==> config.mk <==
export PLATFORM = sky130hd
export DESIGN_NAME = ifu_prefetch
export DESIGN_NICKNAME = d
export VERILOG_FILES = /design/src/rtl/ifu_prefetch.sv
export SDC_FILE = /design/constraint.sdc
export NUM_CORES = 1
export LEC_CHECK = 0
export ABC_AREA = 1
export BUFFER_PORTS_ARGS = -buffer_cell sky130_fd_sc_hd__clkbuf_2
export CORE_UTILIZATION = 27
export DETAILED_ROUTE_END_ITERATION = 12
export GPL_ROUTABILITY_DRIVEN = 0
export HOLD_SLACK_MARGIN = 0.06
export SYNTH_ARGS = -nofsm -noshare
export SYNTH_HDL_FRONTEND = slang
export SYNTH_SLANG_ARGS = --single-unit
==> constraint.sdc <==
create_clock -name clk -period 9.4 [get_ports clk]
set_clock_uncertainty 0.05 [all_clocks]
set_input_delay 1.88 -clock clk [delete_from_list [all_inputs] [get_ports clk]]
set_output_delay 1.88 -clock clk [all_outputs]
set_load 0.05 [all_outputs]
==> src/rtl/ifu_prefetch.sv <==
// Instruction prefetch unit: issues sequential fetches into a DEPTH-entry queue and squashes them on redirect.
// Optional IFU_BYPASS_EN forwards a response straight to decode when the queue is empty.
module ifu_prefetch #(
    parameter int                XLEN     = 32,
    parameter int                DEPTH    = 4,
    parameter logic [XLEN-1:0]   RESET_PC = XLEN'(32'h8000_0000)
) (
    input  logic            clk,
    input  logic            rst,
    output logic            instrom_ren,
    output logic [XLEN-1:0] instrom_addr,
    input  logic            instrom_gnt,
    input  logic            instrom_rvalid,
    input  logic [XLEN-1:0] instrom_rdata,
    input  logic            ex_if_redirect_wen,
    input  logic [XLEN-1:0] ex_if_redirect_pc,
    output logic            if_id_valid,
    output logic [XLEN-1:0] if_id_inst,
    output logic [XLEN-1:0] if_id_pc,
    input  logic            id_if_ready
);

    localparam int PW = $clog2(DEPTH);
    localparam int CW = $clog2(DEPTH) + 1;
    localparam int SW = CW + 1;

    logic            started_q, started_d;
    logic [XLEN-1:0] fetch_pc_q, fetch_pc_d;
    logic [XLEN-1:0] resp_pc_q, resp_pc_d;
    logic [CW-1:0]   count_q, count_d;
    logic [CW-1:0]   live_q, live_d;
    logic [CW-1:0]   drop_q, drop_d;
    logic [PW-1:0]   wr_ptr_q, wr_ptr_d;
    logic [PW-1:0]   rd_ptr_q, rd_ptr_d;
    logic [XLEN-1:0] inst_mem_q [DEPTH];
    logic [XLEN-1:0] pc_mem_q   [DEPTH];

    logic [SW-1:0]   occupancy_s;
    logic [SW-1:0]   outstanding_s;
    logic            ren_s;
    logic            fire_s;
    logic            resp_ok_s;
    logic            discard_s;
    logic            deliver_s;
    logic            head_valid_s;
    logic            byp_s;
    logic            out_valid_s;
    logic            pop_s;
    logic            push_s;
    logic [XLEN-1:0] out_inst_s;
    logic [XLEN-1:0] out_pc_s;

    // Request issue, response classification and decode-side handshake
    always_comb begin
        occupancy_s   = {1'b0, count_q} + {1'b0, live_q};
        outstanding_s = {1'b0, live_q} + {1'b0, drop_q};
        // started_q is cleared by reset, so it stands in for rst and also delays issue to the first edge
        ren_s         = started_q && !ex_if_redirect_wen &&
                        (occupancy_s < SW'(DEPTH)) && (outstanding_s < SW'(DEPTH));
        fire_s        = ren_s && instrom_gnt;
        resp_ok_s     = instrom_rvalid && (outstanding_s != SW'(0));
        discard_s     = resp_ok_s && (drop_q != CW'(0));
        deliver_s     = resp_ok_s && (drop_q == CW'(0));
        head_valid_s  = (count_q != CW'(0));
`ifdef IFU_BYPASS_EN
        byp_s         = deliver_s && !head_valid_s;
`else
        byp_s         = 1'b0;
`endif
        out_valid_s   = (head_valid_s || byp_s) && !ex_if_redirect_wen;
        if (head_valid_s) begin
            out_inst_s = inst_mem_q[rd_ptr_q];
            out_pc_s   = pc_mem_q[rd_ptr_q];
        end else if (byp_s) begin
            out_inst_s = instrom_rdata;
            out_pc_s   = resp_pc_q;
        end else begin
            out_inst_s = inst_mem_q[rd_ptr_q];
            out_pc_s   = pc_mem_q[rd_ptr_q];
        end
        pop_s         = out_valid_s && id_if_ready && head_valid_s;
        push_s        = deliver_s && !ex_if_redirect_wen && !(byp_s && id_if_ready);
    end

    // Next-state for PCs, counters and queue pointers
    always_comb begin
        started_d  = 1'b1;
        fetch_pc_d = fetch_pc_q;
        resp_pc_d  = resp_pc_q;
        count_d    = count_q;
        live_d     = live_q;
        drop_d     = drop_q;
        wr_ptr_d   = wr_ptr_q;
        rd_ptr_d   = rd_ptr_q;
        if (ex_if_redirect_wen) begin
            // Everything still in flight becomes a drop; a response landing now is consumed here
            fetch_pc_d = ex_if_redirect_pc;
            resp_pc_d  = ex_if_redirect_pc;
            count_d    = CW'(0);
            live_d     = CW'(0);
            drop_d     = drop_q + live_q - CW'(resp_ok_s);
            wr_ptr_d   = PW'(0);
            rd_ptr_d   = PW'(0);
        end else begin
            if (fire_s) begin
                fetch_pc_d = fetch_pc_q + XLEN'(4);
            end else begin
                fetch_pc_d = fetch_pc_q;
            end
            if (deliver_s) begin
                resp_pc_d = resp_pc_q + XLEN'(4);
            end else begin
                resp_pc_d = resp_pc_q;
            end
            live_d  = live_q + CW'(fire_s) - CW'(deliver_s);
            drop_d  = drop_q - CW'(discard_s);
            count_d = count_q + CW'(push_s) - CW'(pop_s);
            if (push_s) begin
                wr_ptr_d = wr_ptr_q + PW'(1);
            end else begin
                wr_ptr_d = wr_ptr_q;
            end
            if (pop_s) begin
                rd_ptr_d = rd_ptr_q + PW'(1);
            end else begin
                rd_ptr_d = rd_ptr_q;
            end
        end
    end

    // Control state register with asynchronous active-low reset
    always_ff @(posedge clk or negedge rst) begin
        if (!rst) begin
            started_q  <= 1'b0;
            fetch_pc_q <= RESET_PC;
            resp_pc_q  <= RESET_PC;
            count_q    <= CW'(0);
            live_q     <= CW'(0);
            drop_q     <= CW'(0);
            wr_ptr_q   <= PW'(0);
            rd_ptr_q   <= PW'(0);
        end else begin
            started_q  <= started_d;
            fetch_pc_q <= fetch_pc_d;
            resp_pc_q  <= resp_pc_d;
            count_q    <= count_d;
            live_q     <= live_d;
            drop_q     <= drop_d;
            wr_ptr_q   <= wr_ptr_d;
            rd_ptr_q   <= rd_ptr_d;
        end
    end

    // Queue storage; contents are only meaningful below count_q, so no reset is needed
    always_ff @(posedge clk) begin
        if (push_s) begin
            inst_mem_q[wr_ptr_q] <= instrom_rdata;
            pc_mem_q[wr_ptr_q]   <= resp_pc_q;
        end
    end

    assign instrom_ren  = ren_s;
    assign instrom_addr = fetch_pc_q;
    assign if_id_valid  = out_valid_s;
    assign if_id_inst   = out_inst_s;
    assign if_id_pc     = out_pc_s;

endmodule

==> results.txt <==
----------------------------------------------------
[Worst setup path]
  Critical path data required time ... 7.47 ns
  CP Capture Type ... output port
  Setup crit start kind ... input port
  Worst endpoint data arrival time ... 3.68 ns
  Biggest fanout along the worst timing path ... 52
  Critical path class ... in2out
  R2R Setup Slk ... about 5.5 ns

[Timing]
  Post-Route Hold Slack ... 0.429 ns
  Setup TNS ... 0 ns
  Tcrit/Tclk final ... 59.7%
  Max-slew violations ... 0
  Setup repair after global routing missed its margin ... false
  Final setup violation count ... 0
  Final Critical Period ... between 5 and 6 ns
  Hold violation total from the final report ... 0
  Fmax ... between 0.15 and 0.2 GHz
  Slew at the pin with the worst max-slew slack ... ~1.1 ns
  Remaining max-slew budget at the tightest pin ... 27.0%

[Synthesis]
  Synthesized net count ... ~1500
  Portion of the post-synthesis area used by sequential elements ... 65.1%
  Gate count after technology mapping ... around 1400
  Share of the synthesized area in the top cell type ... about 52%
  Post-synthesis instance area ... 14800 µm²
  Number of register bits inferred by synthesis ... 334
  Syn avg cell area ... roughly 10 µm²
  Number of distinct library cell variants in the gate-level netlist after synthesis ... 38
  Biggest area contributors in the synthesized netlist ... sky130_fd_sc_hd__edfxtp_1 52%, sky130_fd_sc_hd__dfrtp_1 13%, sky130_fd_sc_hd__nand2_1 7.7%
  Number of warning messages in the yosys log ... 0
  Largest area contributor in the netlist ... sky130_fd_sc_hd__edfxtp_1

[Routing]
  Via density per instance ... 4.78
  Total Wirelength ... 39.3 mm
  Overall via count from detail_route ... between 10000 and 15000
  Wire per inst ... 17.1 µm
  Post-route DRC ... 0
  Number of antenna-violating nets in the routed design ... 0
  Number of DRC violations after detailed-routing iteration 0 ... 772
  Pre-antenna DRT Iters ... 7

[Finish]
  Most common library cell in the layout ignoring fill and taps ... sky130_fd_sc_hd__nand2_1
  Number of antenna repair diodes ... 0
  Proportion of layout cells with a drive suffix above 1 ... 15.7%
  Commonest cells after routing, fill and taps aside ... 302 x sky130_fd_sc_hd__nand2_1, 256 x sky130_fd_sc_hd__edfxtp_1, 225 x sky130_fd_sc_hd__nor2_1
  Net count, final ... 1677
  Layout area overhead ... 18.4%
  Final cell utilization of the core ... 32.4%

[Power]
  Power Total ... 0.00486 W
  Leakage power ... just under 7 nW
  Power density over the cells ... 277 nW/µm²
  Worst ir drop on vdd ... roughly 0.12 mV

[Placement]
  Number of port buffers ... ~170
  Detailed placer's ending HPWL ... 24.8 mm

[Global route]
  Via count of the first global-routing pass ... 10600
  First-pass GRT wire length ... between 60 and 70 mm
  Total global-route track usage ... ~14%
  Antenna violations before repair ... 1
  Global route overflow ... 0
  Largest net degree at the start of global routing ... about 110

[Clock network]
  Buffer count from post-CTS setup fixing ... 0
  Total clock buffers created by CTS ... 36
  Number of clock sinks ... 334
  Hold-fix buffer count after cts ... 0
  Number of cells upsized or downsized after cts ... 0
  Clock tree from TritonCTS ... done
  Root Buffer ... sky130_fd_sc_hd__clkbuf_16
  CTS clk-pin slew, worst paths ... around 0.060 ns
  Worst-skew pair later-pin latency ... 0.53 ns
  Buffer depth of the longest clock path ... 3
  Total number of H-tree levels ... 2

[Hold path]
  HP Class ... reg2reg

[Die]
  Total Die Area ... approximately 56000 µm²
  Number of top-level pins ... 168
  Die X ... 236 µm
  Core box area ... 54000 µm²
  Die Ht ... 236 µm
  Effective utilization at floorplan ... 27.4%
  FP Rows ... 85

[Job]
  Max cap viols ... 0

[Outcome]
  Result of the run ... completed

----------------------------------------------------
[worst max-delay path, cell delays in order]
cell and delay [ns]:
sky130_fd_sc_hd__clkbuf_2 0.08, sky130_fd_sc_hd__buf_4 0.43, sky130_fd_sc_hd__clkinv_2 0.62, sky130_fd_sc_hd__nand2_2 0.20
sky130_fd_sc_hd__nor2_2 0.04, sky130_fd_sc_hd__nand3_1 0.11, sky130_fd_sc_hd__nor2_4 0.05, sky130_fd_sc_hd__clkbuf_2 0.23
[state kept, by name, indices dropped and copies added (netlist names)]
signal        flops
live_q            3
wr_ptr_q          2
pc_mem_q        128
inst_mem_q      128
rd_ptr_q          2
drop_q            3
count_q           3
instrom_addr     32
resp_pc_q        32
started_q         1
[cells in the mapped netlist]
library cell / count
sky130_fd_sc_hd__nand2_1: 302
sky130_fd_sc_hd__edfxtp_1: 256
sky130_fd_sc_hd__nor2_1: 229
sky130_fd_sc_hd__o21ai_0: 153
sky130_fd_sc_hd__inv_1: 83
sky130_fd_sc_hd__nand3_1: 80
sky130_fd_sc_hd__dfrtp_1: 76
sky130_fd_sc_hd__o22ai_1: 64
sky130_fd_sc_hd__clkbuf_1: 38
sky130_fd_sc_hd__ha_1: 20
sky130_fd_sc_hd__buf_2: 17
sky130_fd_sc_hd__nor3_1: 17
sky130_fd_sc_hd__xor2_1: 15
sky130_fd_sc_hd__xnor2_1: 12
sky130_fd_sc_hd__o211ai_1: 11
sky130_fd_sc_hd__nand4_1: 7
sky130_fd_sc_hd__a21oi_1: 6
sky130_fd_sc_hd__fa_1: 4
sky130_fd_sc_hd__nand3b_1: 4
sky130_fd_sc_hd__o21ai_1: 4
sky130_fd_sc_hd__buf_6: 3
sky130_fd_sc_hd__nor2_2: 3
sky130_fd_sc_hd__clkinv_2: 2
sky130_fd_sc_hd__dfstp_2: 2
sky130_fd_sc_hd__nand2_2: 2
sky130_fd_sc_hd__nand2_4: 2
sky130_fd_sc_hd__nor3_2: 2
sky130_fd_sc_hd__o21bai_1: 2
sky130_fd_sc_hd__a21boi_0: 1
sky130_fd_sc_hd__and3_1: 1
sky130_fd_sc_hd__buf_4: 1
sky130_fd_sc_hd__conb_1: 1
sky130_fd_sc_hd__inv_2: 1
sky130_fd_sc_hd__inv_4: 1
sky130_fd_sc_hd__nand3_2: 1
sky130_fd_sc_hd__nor2_4: 1
sky130_fd_sc_hd__nor4_1: 1
sky130_fd_sc_hd__o21a_1: 1
[final cells by class]
| class | instances | area, µm² |
|---|---|---|
| clock buffer | 42 | 933 |
| clock inverter | 19 | 223 |
| fill | 5513 | 36500 |
| inverter | 87 | 334 |
| multi-input combinational | 946 | 4590 |
| sequential | 334 | 9650 |
| tap | 696 | 871 |
| timing repair buffer | 178 | 921 |
[power breakdown]
part	internal [W]	switching (W)
logic	0.000361	0.00117
registers	0.00175	0.000185
clock network	0.000825	0.000579
[kinds of logic after synthesis]
kind of cell / count (synthesis) / share of synthesized area, %
AO/OA/AOI/OAI: 242 / 8.98
adder cells (fa/ha/maj): 24 / 2.23
XOR/XNOR: 27 / 1.60
flip-flops: 334 / 65.1
AND/OR/NAND/NOR: 652 / 18.0
other: 1 / 0.0253
buffers and inverters: 146 / 4.06
[routing by layer]
metal,wire [µm],vias to the layer above,track usage [%]
met3,3050,49,2.82
met5,0,-,0
met1,17700,5344,19.0
li1,-,5211,-
met2,18000,396,22.6
met4,641,0,3.21
[path summary, 6_finish.rpt]
path,cells past startpoint,start,endpoint
min in group asynchronous,1,rst,instrom_addr[12]$_DFFE_PN0N_
hold reg to reg,2,instrom_addr[0]$_DFFE_PN0P_,instrom_addr[0]$_DFFE_PN0P_
setup reg to reg,12,live_q[0]$_DFF_PN0_,inst_mem_q[3][7]$_DFFE_PP_
setup / recovery,8,ex_if_redirect_wen,instrom_ren
max in group asynchronous,2,rst,resp_pc_q[24]$_DFFE_PN0N_
hold / removal,2,instrom_addr[0]$_DFFE_PN0P_,instrom_addr[0]$_DFFE_PN0P_
[stage by stage]
step / instances / worst slack [ns] / cell area (µm²)
after floorplan: 1426 / 3.88 / 14800
after global placement: 2241 / 3.80 / 16400
after detailed placement: 2241 / 3.75 / 16400
after CTS: 2302 / 3.75 / 17500
after global routing: 2302 / 3.68 / 17500
final: 2302 / 3.79 / 17500
Note: power is estimated with default switching activity, not from simulation.
